### src/rtl/wash_pkg.sv
// Shared state encoding, program-select codes and per-program timing constants
// for the wash sequencer.
package wash_pkg;

    typedef enum logic [2:0] {
        S_IDLE,
        S_FILL,
        S_WASH,
        S_RINSE,
        S_SPIN,
        S_HOLD,
        S_DONE
    } state_t;

    localparam logic [1:0] MODE_SPIN_ONLY = 2'b00;
    localparam logic [1:0] MODE_SMALL     = 2'b01;
    localparam logic [1:0] MODE_MEDIUM    = 2'b10;
    localparam logic [1:0] MODE_LARGE     = 2'b11;

    localparam logic [3:0] FILL_SMALL   = 4'd3;
    localparam logic [3:0] FILL_MEDIUM  = 4'd4;
    localparam logic [3:0] FILL_LARGE   = 4'd5;
    localparam logic [3:0] WASH_SMALL   = 4'd6;
    localparam logic [3:0] WASH_MEDIUM  = 4'd8;
    localparam logic [3:0] WASH_LARGE   = 4'd10;
    localparam logic [3:0] RINSE_SMALL  = 4'd4;
    localparam logic [3:0] RINSE_MEDIUM = 4'd5;
    localparam logic [3:0] RINSE_LARGE  = 4'd6;
    localparam logic [3:0] SPIN_STD     = 4'd3;
    localparam logic [3:0] SPIN_ONLY    = 4'd5;

    localparam logic [11:0] TOTAL_SPIN_ONLY = 12'h005;
    localparam logic [11:0] TOTAL_SMALL     = 12'h016;
    localparam logic [11:0] TOTAL_MEDIUM    = 12'h020;
    localparam logic [11:0] TOTAL_LARGE     = 12'h024;

    // Seconds spent in a phase for a given program; zero for non-timed states.
    function automatic logic [3:0] phase_dur(input logic [1:0] mode, input state_t ph);
        logic [3:0] d;
        d = 4'd0;
        case (ph)
            S_FILL:  d = (mode == MODE_SMALL) ? FILL_SMALL :
                         (mode == MODE_MEDIUM) ? FILL_MEDIUM : FILL_LARGE;
            S_WASH:  d = (mode == MODE_SMALL) ? WASH_SMALL :
                         (mode == MODE_MEDIUM) ? WASH_MEDIUM : WASH_LARGE;
            S_RINSE: d = (mode == MODE_SMALL) ? RINSE_SMALL :
                         (mode == MODE_MEDIUM) ? RINSE_MEDIUM : RINSE_LARGE;
            S_SPIN:  d = (mode == MODE_SPIN_ONLY) ? SPIN_ONLY : SPIN_STD;
            default: d = 4'd0;
        endcase
        return d;
    endfunction

    function automatic logic [11:0] total_bcd(input logic [1:0] mode);
        case (mode)
            MODE_SPIN_ONLY: return TOTAL_SPIN_ONLY;
            MODE_SMALL:     return TOTAL_SMALL;
            MODE_MEDIUM:    return TOTAL_MEDIUM;
            default:        return TOTAL_LARGE;
        endcase
    endfunction

    function automatic state_t first_phase(input logic [1:0] mode);
        return (mode == MODE_SPIN_ONLY) ? S_SPIN : S_FILL;
    endfunction

endpackage

### src/rtl/sec_tick.sv
// One-second tick generator: counts enabled cycles and pulses tick on the last
// cycle of every TICK_DIV, holding its count while en is low.
module sec_tick #(
    parameter int TICK_DIV = 100000000
) (
    input  logic clk,
    input  logic rst,
    input  logic en,
    input  logic clr,
    output logic tick
);

    localparam int CNT_W = (TICK_DIV > 1) ? $clog2(TICK_DIV) : 1;
    localparam logic [CNT_W-1:0] CNT_LAST = CNT_W'(TICK_DIV - 1);

    logic [CNT_W-1:0] cnt;

    assign tick = en && !clr && (cnt == CNT_LAST);

    always_ff @(posedge clk or negedge rst) begin
        if (!rst) begin
            cnt <= '0;
        end else if (clr) begin
            cnt <= '0;
        end else if (en) begin
            cnt <= tick ? '0 : cnt + 1'b1;
        end
    end

endmodule

### src/rtl/wash_sequencer.sv
// Washer program sequencer: FILL/WASH/RINSE/SPIN timing, BCD countdown and lid interlock.
// Define WASH_PAUSE_EN to enable the pause/HOLD feature; otherwise pause is ignored.
module wash_sequencer
    import wash_pkg::*;
#(
    parameter int TICK_DIV = 100000000
) (
    input  logic        clk,
    input  logic        rst,
    input  logic        on,
    input  logic        start,
    input  logic [1:0]  mode,
    input  logic        door_open,
    input  logic        pause,
    input  logic        ack,
    output logic [4:0]  phase_light,
    output logic [11:0] remain_bcd,
    output logic        busy,
    output logic        done,
    output logic        buzzer_en
);

    state_t     state;
    state_t     run_nxt;
    logic [1:0] mode_q;
    logic [3:0] phase_left;
    logic [3:0] left_nxt;
    logic       running;
    logic       tick_en;
    logic       tick_clr;
    logic       tick;

`ifdef WASH_PAUSE_EN
    state_t     saved_phase;
`else
    logic       pause_unused;
    assign pause_unused = pause;
`endif

    assign running  = (state == S_FILL) || (state == S_WASH) ||
                      (state == S_RINSE) || (state == S_SPIN);
    assign tick_en  = running && !door_open;
    assign tick_clr = !on || (state == S_IDLE);

    sec_tick #(.TICK_DIV(TICK_DIV)) u_sec_tick (
        .clk  (clk),
        .rst  (rst),
        .en   (tick_en),
        .clr  (tick_clr),
        .tick (tick)
    );

    function automatic logic [11:0] bcd_dec(input logic [11:0] v);
        logic [11:0] r;
        logic        borrow;
        r      = v;
        borrow = 1'b1;
        for (int i = 0; i < 3; i++) begin
            if (borrow) begin
                if (r[4*i +: 4] == 4'd0) begin
                    r[4*i +: 4] = 4'd9;
                end else begin
                    r[4*i +: 4] = r[4*i +: 4] - 4'd1;
                    borrow      = 1'b0;
                end
            end
        end
        return r;
    endfunction

    function automatic logic [4:0] light_of(input state_t s);
        case (s)
            S_FILL:  return 5'b00001;
            S_WASH:  return 5'b00010;
            S_RINSE: return 5'b00100;
            S_SPIN:  return 5'b01000;
            S_DONE:  return 5'b10000;
            default: return 5'b00000;
        endcase
    endfunction

    function automatic state_t next_phase(input state_t s);
        case (s)
            S_FILL:  return S_WASH;
            S_WASH:  return S_RINSE;
            S_RINSE: return S_SPIN;
            default: return S_DONE;
        endcase
    endfunction

    // The tick that empties a phase also moves to the next one and reloads its length.
    always_comb begin
        run_nxt  = state;
        left_nxt = phase_left;
        if (tick) begin
            if (phase_left <= 4'd1) begin
                run_nxt  = next_phase(state);
                left_nxt = phase_dur(mode_q, run_nxt);
            end else begin
                left_nxt = phase_left - 4'd1;
            end
        end
    end

    always_ff @(posedge clk or negedge rst) begin
        if (!rst) begin
            state       <= S_IDLE;
            mode_q      <= 2'b00;
            phase_left  <= 4'd0;
            remain_bcd  <= 12'h000;
            phase_light <= 5'b00000;
            busy        <= 1'b0;
            done        <= 1'b0;
            buzzer_en   <= 1'b0;
`ifdef WASH_PAUSE_EN
            saved_phase <= S_IDLE;
`endif
        end else begin
            done <= 1'b0;
            if (!on) begin
                state       <= S_IDLE;
                mode_q      <= 2'b00;
                phase_left  <= 4'd0;
                remain_bcd  <= 12'h000;
                phase_light <= 5'b00000;
                busy        <= 1'b0;
                buzzer_en   <= 1'b0;
`ifdef WASH_PAUSE_EN
                saved_phase <= S_IDLE;
`endif
            end else begin
                case (state)
                    S_IDLE: begin
                        if (start) begin
                            mode_q      <= mode;
                            state       <= first_phase(mode);
                            phase_left  <= phase_dur(mode, first_phase(mode));
                            remain_bcd  <= total_bcd(mode);
                            phase_light <= light_of(first_phase(mode));
                            busy        <= 1'b1;
                        end
                    end
                    S_FILL, S_WASH, S_RINSE, S_SPIN: begin
                        phase_left  <= left_nxt;
                        if (tick) remain_bcd <= bcd_dec(remain_bcd);
                        phase_light <= light_of(run_nxt);
                        busy        <= (run_nxt != S_DONE);
                        buzzer_en   <= (run_nxt == S_DONE);
                        done        <= (run_nxt == S_DONE);
`ifdef WASH_PAUSE_EN
                        // A pause on the last tick of the program is dropped in favour of DONE.
                        if (pause && run_nxt != S_DONE) begin
                            state       <= S_HOLD;
                            saved_phase <= run_nxt;
                        end else begin
                            state <= run_nxt;
                        end
`else
                        state <= run_nxt;
`endif
                    end
`ifdef WASH_PAUSE_EN
                    S_HOLD: begin
                        if (pause) state <= saved_phase;
                    end
`endif
                    S_DONE: begin
                        if (ack) begin
                            state       <= S_IDLE;
                            phase_light <= 5'b00000;
                            busy        <= 1'b0;
                            buzzer_en   <= 1'b0;
                        end
                    end
                    default: state <= S_IDLE;
                endcase
            end
        end
    end

endmodule

### config.mk
export PLATFORM = sky130hd
export DESIGN_NAME = wash_sequencer
export DESIGN_NICKNAME = d
export VERILOG_FILES = /design/src/rtl/wash_pkg.sv /design/src/rtl/sec_tick.sv /design/src/rtl/wash_sequencer.sv
export SDC_FILE = /design/constraint.sdc
export NUM_CORES = 1
export LEC_CHECK = 0
export CAP_MARGIN = 0
export CORE_MARGIN = 2
export CORE_UTILIZATION = 47
export DETAILED_ROUTE_END_ITERATION = 8
export PLACE_DENSITY_LB_ADDON = 0.25
export SLEW_MARGIN = 5
export SYNTH_ARGS = -nofsm -noshare
export SYNTH_HDL_FRONTEND = slang
export SYNTH_HIERARCHICAL = 1
export SYNTH_SLANG_ARGS = --single-unit
### constraint.sdc
create_clock -name clk -period 8.6 [get_ports clk]
set_clock_uncertainty 0.1 [all_clocks]
set_input_delay 1.72 -clock clk [delete_from_list [all_inputs] [get_ports clk]]
set_output_delay 1.72 -clock clk [all_outputs]
set_load 0.05 [all_outputs]
==> impl_metrics.prom, run 1 <==
# TYPE chip_impl_metric gauge
chip_impl_metric{name="worst-slew-pin-transition",unit="ns"} 0.989
chip_impl_metric{name="synthDominantCellAreaShare",unit="%"} 39.3
chip_impl_metric{name="place_congestion",unit=""} 0.870
chip_impl_info{name="area_contributors_post_synth",value="dfrtp_1 (39%), ha_1 (4.6%), nand2_1 (4.5%)"} 1
chip_impl_metric{name="power_density",unit="nW/µm²"} 167
chip_impl_metric{name="gr-usage-all-layers",unit="%"} 20.4
chip_impl_metric{name="first_global_vias",unit=""} 3031
chip_impl_metric{name="setup-violations-final",unit=""} 0
chip_impl_metric{name="fin_setup_tns",unit="ns"} 0
chip_impl_metric{name="place_area",unit="µm²"} 3880
chip_impl_metric{name="mappedNetlistNets",unit=""} 438
chip_impl_metric{name="total_setup_buffers_inserted_after_cts",unit=""} 0
chip_impl_info{name="synth_area_leader",value="dfrtp_1"} 1
chip_impl_info{name="setup.worst_path.end_class",value="register"} 1
chip_impl_info{name="synth.most_common_cell",value="dfrtp_1"} 1
chip_impl_metric{name="start_util",unit="%"} 48.9
chip_impl_info{name="timing.critical_path.cells",value="clkdlybuf4s50_1, nand2_1, nand2b_1, nor2_1, mux2i_1, mux2i_4, o22a_1, mux2_2"} 1
chip_impl_metric{name="ctsHoldBuffers",unit=""} 0
chip_impl_metric{name="timing.final.crit_period",unit="ns"} 4.33
chip_impl_metric{name="syn_area_per_cell",unit="µm²"} 8.57
chip_impl_info{name="top_usage_layer",value="met2"} 1
chip_impl_metric{name="crit_arrival",unit="ns"} 4.44
chip_impl_metric{name="post_cts.resized_instances",unit=""} 0
chip_impl_metric{name="utilization",unit="%"} 54.7
chip_impl_metric{name="h-tree-depth",unit=""} 2
chip_impl_metric{name="hpwl",unit="µm"} 5760
chip_impl_metric{name="grt_util_met1",unit="%"} 28.0
chip_impl_metric{name="worst_setup_slack_before_clock_tree_synthesis",unit="ns"} 3.96
chip_impl_metric{name="drt_first_iter_violations",unit=""} 185
chip_impl_metric{name="number_of_nets_in_the_finished_design",unit=""} 455
chip_impl_metric{name="static-leakage-power",unit="nW"} 1.60
chip_impl_metric{name="die_width",unit="µm"} 91.1
chip_impl_metric{name="grt.met3_usage",unit="%"} 3.82
chip_impl_metric{name="max-cap-violations",unit=""} 0
chip_impl_metric{name="share_of_post_route_cells_with_drive_strength_above_1",unit="%"} 6.45
chip_impl_metric{name="layout_worst_path_cycle_share",unit="%"} 50.3
chip_impl_metric{name="post-route-worst-setup-slack",unit="ns"} 4.27
chip_impl_metric{name="async_flop_share",unit="%"} 100
chip_impl_metric{name="port-buffer-count",unit=""} 27
chip_impl_info{name="dominantRegCellSynth",value="dfrtp_1"} 1
chip_impl_metric{name="post_synth_instance_area",unit="µm²"} 3570
chip_impl_metric{name="peakVddDrop",unit="V"} 0.0000709
chip_impl_metric{name="hold_viol",unit=""} 0
chip_impl_info{name="hold_path.class",value="register to register"} 1
chip_impl_metric{name="cp_max_fo",unit=""} 13
chip_impl_metric{name="fillCellCount",unit=""} 719
chip_impl_metric{name="drtPass1Iterations",unit=""} 4
chip_impl_metric{name="global_route.usage.met2",unit="%"} 32.9
chip_impl_metric{name="numCtsBuffers",unit=""} 5
chip_impl_metric{name="finalInstanceArea",unit="µm²"} 3990
chip_impl_info{name="timing.setup.critical_path_class",value="input pin to register"} 1
chip_impl_metric{name="route.detailed.wl_per_inst",unit="µm"} 15.6
chip_impl_metric{name="cts_buffer_depth",unit=""} 2
chip_impl_metric{name="fin_hold_ws",unit="ns"} 0.416
chip_impl_info{name="rsz_0062_raised_after_global_routing",value="false"} 1
chip_impl_metric{name="yosysWarningCount",unit=""} 6
chip_impl_metric{name="antenna_left",unit=""} 0
chip_impl_metric{name="synth_cell_type_count",unit=""} 63
chip_impl_metric{name="sequential_cell_area",unit="µm²"} 1400
chip_impl_metric{name="largest_net_degree_at_the_start_of_global_routing",unit=""} 57
chip_impl_metric{name="die_h",unit="µm"} 91.1
chip_impl_metric{name="achievable-frequency",unit="MHz"} 231
chip_impl_metric{name="cpPeakStageDelay",unit="ns"} 0.79
chip_impl_metric{name="clock_slew_at_reported_path_ffs",unit="ns"} 0.10
chip_impl_metric{name="area_growth_syn_to_layout",unit="%"} 11.8
chip_impl_metric{name="core_area",unit="µm²"} 7290
chip_impl_metric{name="routed-via-count",unit=""} 3167
chip_impl_metric{name="post-route-drc-count",unit=""} 0
chip_impl_metric{name="floorplan.rows",unit=""} 31
chip_impl_metric{name="boundaryPins",unit=""} 29
chip_impl_metric{name="initial_antenna_violation_count",unit=""} 0
chip_impl_info{name="critPathSlowestCell",value="clkdlybuf4s50_1"} 1
chip_impl_metric{name="synth.yosys.seq_area_share",unit="%"} 39.3
chip_impl_metric{name="critical_path_required",unit="ns"} 8.71
chip_impl_metric{name="avgViaCountPerCell",unit=""} 5.94
chip_impl_info{name="synthTopCellsByCount",value="dfrtp_1 (56), nand2_1 (43), nor2_1 (40)"} 1
chip_impl_metric{name="postSynthRegisterBits",unit=""} 56
chip_impl_metric{name="count_of_final_max_slew_check_failures",unit=""} 0
chip_impl_metric{name="die_footprint",unit="µm²"} 8300
chip_impl_info{name="tritoncts",value="done"} 1
chip_impl_info{name="start_kind",value="input pin"} 1
chip_impl_metric{name="wire_length_of_the_first_global_routing_pass",unit="µm"} 14100
chip_impl_info{name="clk_root_buf",value="clkbuf_8"} 1
chip_impl_metric{name="maxSlewHeadroom",unit="%"} 33.5
chip_impl_info{name="status",value="complete, no violations"} 1
chip_impl_metric{name="clock-sinks",unit=""} 56
chip_impl_metric{name="n_antenna_cell",unit=""} 0
chip_impl_metric{name="insertion_delay",unit="ns"} 0.31
chip_impl_metric{name="synth_enable_flop_cells",unit=""} 0
chip_impl_metric{name="netlist_instances",unit=""} 416
chip_impl_metric{name="routed_wire_length",unit="µm"} 8290
chip_impl_metric{name="multi_input_comb_area",unit="µm²"} 1980
chip_impl_metric{name="global_route.overflow_total",unit=""} 0
## layer usage
layer	part of all wire, %	routed length [µm]
met3	3.9	326
met4	1.1	95
met2	46	3810
met1	49	4060
met5	0	0
## through the flow
stage,instances,total power (W)
after floorplan,416,0.000441
after global placement,525,0.000494
after detailed placement,525,0.000498
after CTS,533,0.000674
after global routing,533,0.000707
final,533,0.000667
## worst max-delay path: cells and delay by family
kind / cells / cell delay, ns
compound gates: 1 / 0.31
simple gates: 3 / 0.80
buf+inv: 1 / 0.79
mux: 3 / 0.81
## kinds of logic after synthesis
family	Yosys count	synth area share (%)
AOI/OAI and AO/OA	118	21.8
xor gates and xnor gates	4	0.983
adders and majority gates	13	4.56
buffers and inverters	44	5.33
DFF	56	39.3
muxes	10	3.40
and+or+nand+nor	171	24.6
## state kept, by name (all words and copies together) (netlist names)
register	flops
state	3
phase_left	4
buzzer_en	1
phase_light	5
remain_bcd	12
done	1
u_sec_tick/cnt	27
busy	1
mode_q	2
## where the power goes
group | total [W] | leakage (nW) | internal [W] | switching [W]
Clock | 0.000174 | 0.0552 | 0.0000867 | 0.0000878
Sequential | 0.000299 | 0.763 | 0.000279 | 0.0000194
Combinational | 0.000194 | 0.784 | 0.0000710 | 0.000123
## cell type report
type | count | area share, %
Timing Repair Buffer | 29 | 7.03
Clock inverter | 2 | 0.879
Sequential cell | 56 | 35.2
Multi-Input combinational cell | 316 | 49.6
Tap cell | 99 | 3.11
Clock buffer | 6 | 1.82
Inverter | 25 | 2.35
## worst paths after layout
check                                   startpoint                 end  slack [ns]  depth (start not counted)
worst max-delay path                            on       remain_bcd[4]        4.27                          8
worst max register to register  u_sec_tick/cnt[12]       remain_bcd[4]        5.15                          8
max in group asynchronous                      rst  u_sec_tick/cnt[12]        6.47                          2
worst min-delay path            u_sec_tick/cnt[24]  u_sec_tick/cnt[24]        0.42                          1
min in group asynchronous                      rst           buzzer_en        1.42                          2
worst min register to register  u_sec_tick/cnt[24]  u_sec_tick/cnt[24]        0.42                          1
## cells in the final DEF, fill, tap and decap left out, types with 3 or more instances in the layout
cell,netlist,routed
dfrtp_1,56,56
nand2_1,43,43
nor2_1,40,40
o21ai_0,26,26
clkdlybuf4s50_1,0,26
inv_1,25,25
a21oi_1,25,24
a31oi_1,20,20
nand3_1,16,16
nor3_1,14,14
ha_1,13,13
nand4_1,11,11
and3_1,9,9
nand2b_1,7,7
mux2i_1,5,5
nor4_1,5,5
clkbuf_8,0,5
a21o_1,4,4
nor3b_1,4,4
o22ai_1,4,4
o22a_1,4,4
xnor2_1,3,3
o41ai_1,3,3
o21bai_1,3,3
mux2_2,3,3
or4_1,3,3
a41oi_1,3,3
Power figures use the tool's default switching activity.
==> run 2: changes to the inputs <==
==> constraint.sdc (replaced) <==
create_clock -name clk -period 4.34 [get_ports clk]
set_clock_uncertainty 0.1 [all_clocks]
set_input_delay 0.868 -clock clk [delete_from_list [all_inputs] [get_ports clk]]
set_output_delay 0.868 -clock clk [all_outputs]
set_load 0.05 [all_outputs]
==> run 2 against run 1 <==
Power up 100%. Non-clock buffer count is 2 higher. Global-route usage grew 0.20 points. Setup slack lost 3.3 ns. Sequential power is 96% higher. Largest cell class unchanged. Via count up 2.2%.
==> impl_metrics.prom, run 2 (synthesized netlist as in run 1, its figures left out) <==
# TYPE chip_impl_metric gauge
chip_impl_metric{name="floorplan.rows",unit=""} 31
chip_impl_metric{name="utilization",unit="%"} 55.0
chip_impl_info{name="status",value="complete, no violations"} 1
chip_impl_metric{name="routed-via-count",unit=""} 3236
chip_impl_metric{name="flop2flop_setup_slack",unit="ns"} 0.95
chip_impl_metric{name="achievable-frequency",unit="MHz"} 295
chip_impl_metric{name="port-buffer-count",unit=""} 27
chip_impl_metric{name="clock_slew_at_reported_path_ffs",unit="ns"} 0.11
chip_impl_info{name="tritoncts",value="done"} 1
chip_impl_metric{name="worst_hold_path.num_cells",unit=""} 1
chip_impl_metric{name="antenna_left",unit=""} 0
chip_impl_metric{name="die_h",unit="µm"} 91.1
chip_impl_metric{name="insertion_delay",unit="ns"} 0.32
chip_impl_metric{name="count_of_final_max_slew_check_failures",unit=""} 0
chip_impl_metric{name="route.detailed.wl_per_inst",unit="µm"} 15.5
chip_impl_metric{name="die_width",unit="µm"} 91.1
chip_impl_info{name="rr_endpoint",value="remain_bcd[4]"} 1
chip_impl_metric{name="place_congestion",unit=""} 0.881
chip_impl_metric{name="fillCellCount",unit=""} 703
chip_impl_metric{name="wire_length_of_the_first_global_routing_pass",unit="µm"} 14400
chip_impl_metric{name="numCtsBuffers",unit=""} 5
chip_impl_metric{name="worst-slew-pin-transition",unit="ns"} 0.981
chip_impl_metric{name="post_cts.resized_instances",unit=""} 0
chip_impl_metric{name="post-route-drc-count",unit=""} 0
chip_impl_info{name="top_regs",value="u_sec_tick/cnt x27, remain_bcd x12, phase_light x5"} 1
chip_impl_metric{name="clock-sinks",unit=""} 56
chip_impl_metric{name="avgViaCountPerCell",unit=""} 6.05
chip_impl_metric{name="gr-usage-all-layers",unit="%"} 20.6
chip_impl_metric{name="area_growth_syn_to_layout",unit="%"} 12.4
chip_impl_metric{name="global_route.overflow_total",unit=""} 0
chip_impl_metric{name="share_of_post_route_cells_with_drive_strength_above_1",unit="%"} 7.11
chip_impl_info{name="cp-startpoint",value="u_sec_tick/cnt[12]"} 1
chip_impl_metric{name="drt_first_iter_violations",unit=""} 205
chip_impl_metric{name="fin_setup_tns",unit="ns"} 0
chip_impl_metric{name="drtPass1Iterations",unit=""} 5
chip_impl_metric{name="cp_max_fo",unit=""} 9
chip_impl_info{name="max_flop_register",value="u_sec_tick/cnt"} 1
chip_impl_metric{name="crit_arrival",unit="ns"} 3.50
chip_impl_info{name="endpoint_of_the_worst_hold_timing_path",value="phase_left[3]"} 1
chip_impl_info{name="setup.worst_path.end_class",value="register"} 1
chip_impl_metric{name="number_of_nets_in_the_finished_design",unit=""} 457
chip_impl_metric{name="cts_buffer_depth",unit=""} 2
chip_impl_metric{name="layout_worst_path_cycle_share",unit="%"} 78.1
chip_impl_metric{name="hold_viol",unit=""} 0
chip_impl_metric{name="routed_wire_length",unit="µm"} 8290
chip_impl_metric{name="setup-violations-final",unit=""} 0
chip_impl_metric{name="maxSlewHeadroom",unit="%"} 34.0
chip_impl_metric{name="fin_total_pwr",unit="W"} 0.00134
chip_impl_info{name="layout_commonest_cell",value="dfrtp_1"} 1
chip_impl_metric{name="critical_path_required",unit="ns"} 4.45
chip_impl_metric{name="hpwl",unit="µm"} 5850
chip_impl_metric{name="static-leakage-power",unit="nW"} 1.62
chip_impl_metric{name="die_footprint",unit="µm²"} 8300
chip_impl_metric{name="timing.final.crit_period",unit="ns"} 3.39
chip_impl_metric{name="n_antenna_cell",unit=""} 0
chip_impl_metric{name="total_setup_buffers_inserted_after_cts",unit=""} 0
chip_impl_info{name="clk_root_buf",value="clkbuf_8"} 1
chip_impl_metric{name="largest_net_degree_at_the_start_of_global_routing",unit=""} 35
chip_impl_metric{name="core_area",unit="µm²"} 7290
chip_impl_info{name="hold_path.class",value="register to register"} 1
chip_impl_metric{name="power_density",unit="nW/µm²"} 333
chip_impl_info{name="timing.setup.critical_path_class",value="register to register"} 1
chip_impl_metric{name="first_global_vias",unit=""} 3065
chip_impl_metric{name="peakVddDrop",unit="V"} 0.000183
chip_impl_metric{name="initial_antenna_violation_count",unit=""} 0
chip_impl_metric{name="reg2regPathDepth",unit=""} 8
chip_impl_info{name="rr_startpoint",value="u_sec_tick/cnt[12]"} 1
chip_impl_metric{name="largest_register_ffs",unit=""} 27
chip_impl_metric{name="ctsHoldBuffers",unit=""} 0
chip_impl_metric{name="start_util",unit="%"} 48.9
chip_impl_info{name="layout_common_cells",value="dfrtp_1 (56), nand2_1 (43), nor2_1 (40)"} 1
chip_impl_info{name="start_kind",value="register"} 1
chip_impl_info{name="rsz_0062_raised_after_global_routing",value="false"} 1
chip_impl_metric{name="boundaryPins",unit=""} 29
chip_impl_metric{name="max-cap-violations",unit=""} 0
chip_impl_info{name="hold_path.startpoint",value="phase_left[3]"} 1
chip_impl_metric{name="h-tree-depth",unit=""} 2
## run 2: cell types whose count changed in the layout (fill, tap and decap cells not counted), sizes merged
cell | previous run | this run
clkinv | 1 | 2
clkbuf | 6 | 5
buf | 3 | 5
## run 2: where the power goes
group	total, W	switching [W]	internal (W)
logic	0.000393	0.000251	0.000142
clock network	0.000356	0.000182	0.000174
registers	0.000587	0.0000333	0.000553
total	0.00134	0.000466	0.000870
## run 2: worst max-delay path by stage
stage / end / slack, ns / cells after the start
2_1_floorplan: remain_bcd[4] / 1.53 / 8
3_3_place_gp: remain_bcd[4] / 1.04 / 8
3_5_place_dp: remain_bcd[4] / 1.01 / 8
4_1_cts: remain_bcd[4] / 1.03 / 8
5_1_grt: remain_bcd[4] / 0.73 / 8
6_report: remain_bcd[4] / 0.95 / 8
## run 2: final cells by class
cell class,count,area [µm²],area share [%]
multi-input cells,316,1980,49.3
clock buffers,5,68.8,1.72
well taps,99,124,3.09
clock inverters,3,47.5,1.19
flip-flops and latches,56,1400,35.0
repair buffers,31,295,7.37
inverters,25,93.8,2.34
## run 2: critical path, stage by stage (launching register included)
cell and delay, ns:
dfrtp_1 0.50, nor4bb_1 0.44, nor4b_1 0.70, nand2_1 0.20
nor2_1 0.25, mux2i_1 0.16, mux2i_4 0.28, o22a_1 0.31
mux2_2 0.36
## run 2: routing by layer
metal	GRT usage, %	part of all wire (%)	vias up
met4	3.79	0.30	0
met5	0	0	-
li1	-	-	1557
met1	29.8	48	1575
met3	3.15	4.8	3
met2	33.2	47	101
## run 2: through the flow
| stage | instances | hold WS, ns | setup slack [ns] | cell area [µm²] |
|---|---|---|---|---|
| 2_1_floorplan | 416 | 0.366 | 1.53 | 3570 |
| 6_report | 535 | 0.428 | 0.952 | 4010 |
| 4_1_cts | 535 | 0.418 | 1.03 | 4010 |
| 3_3_place_gp | 527 | 0.391 | 1.04 | 3890 |
| 5_1_grt | 535 | 0.451 | 0.731 | 4010 |
| 3_5_place_dp | 527 | 0.402 | 1.01 | 3890 |
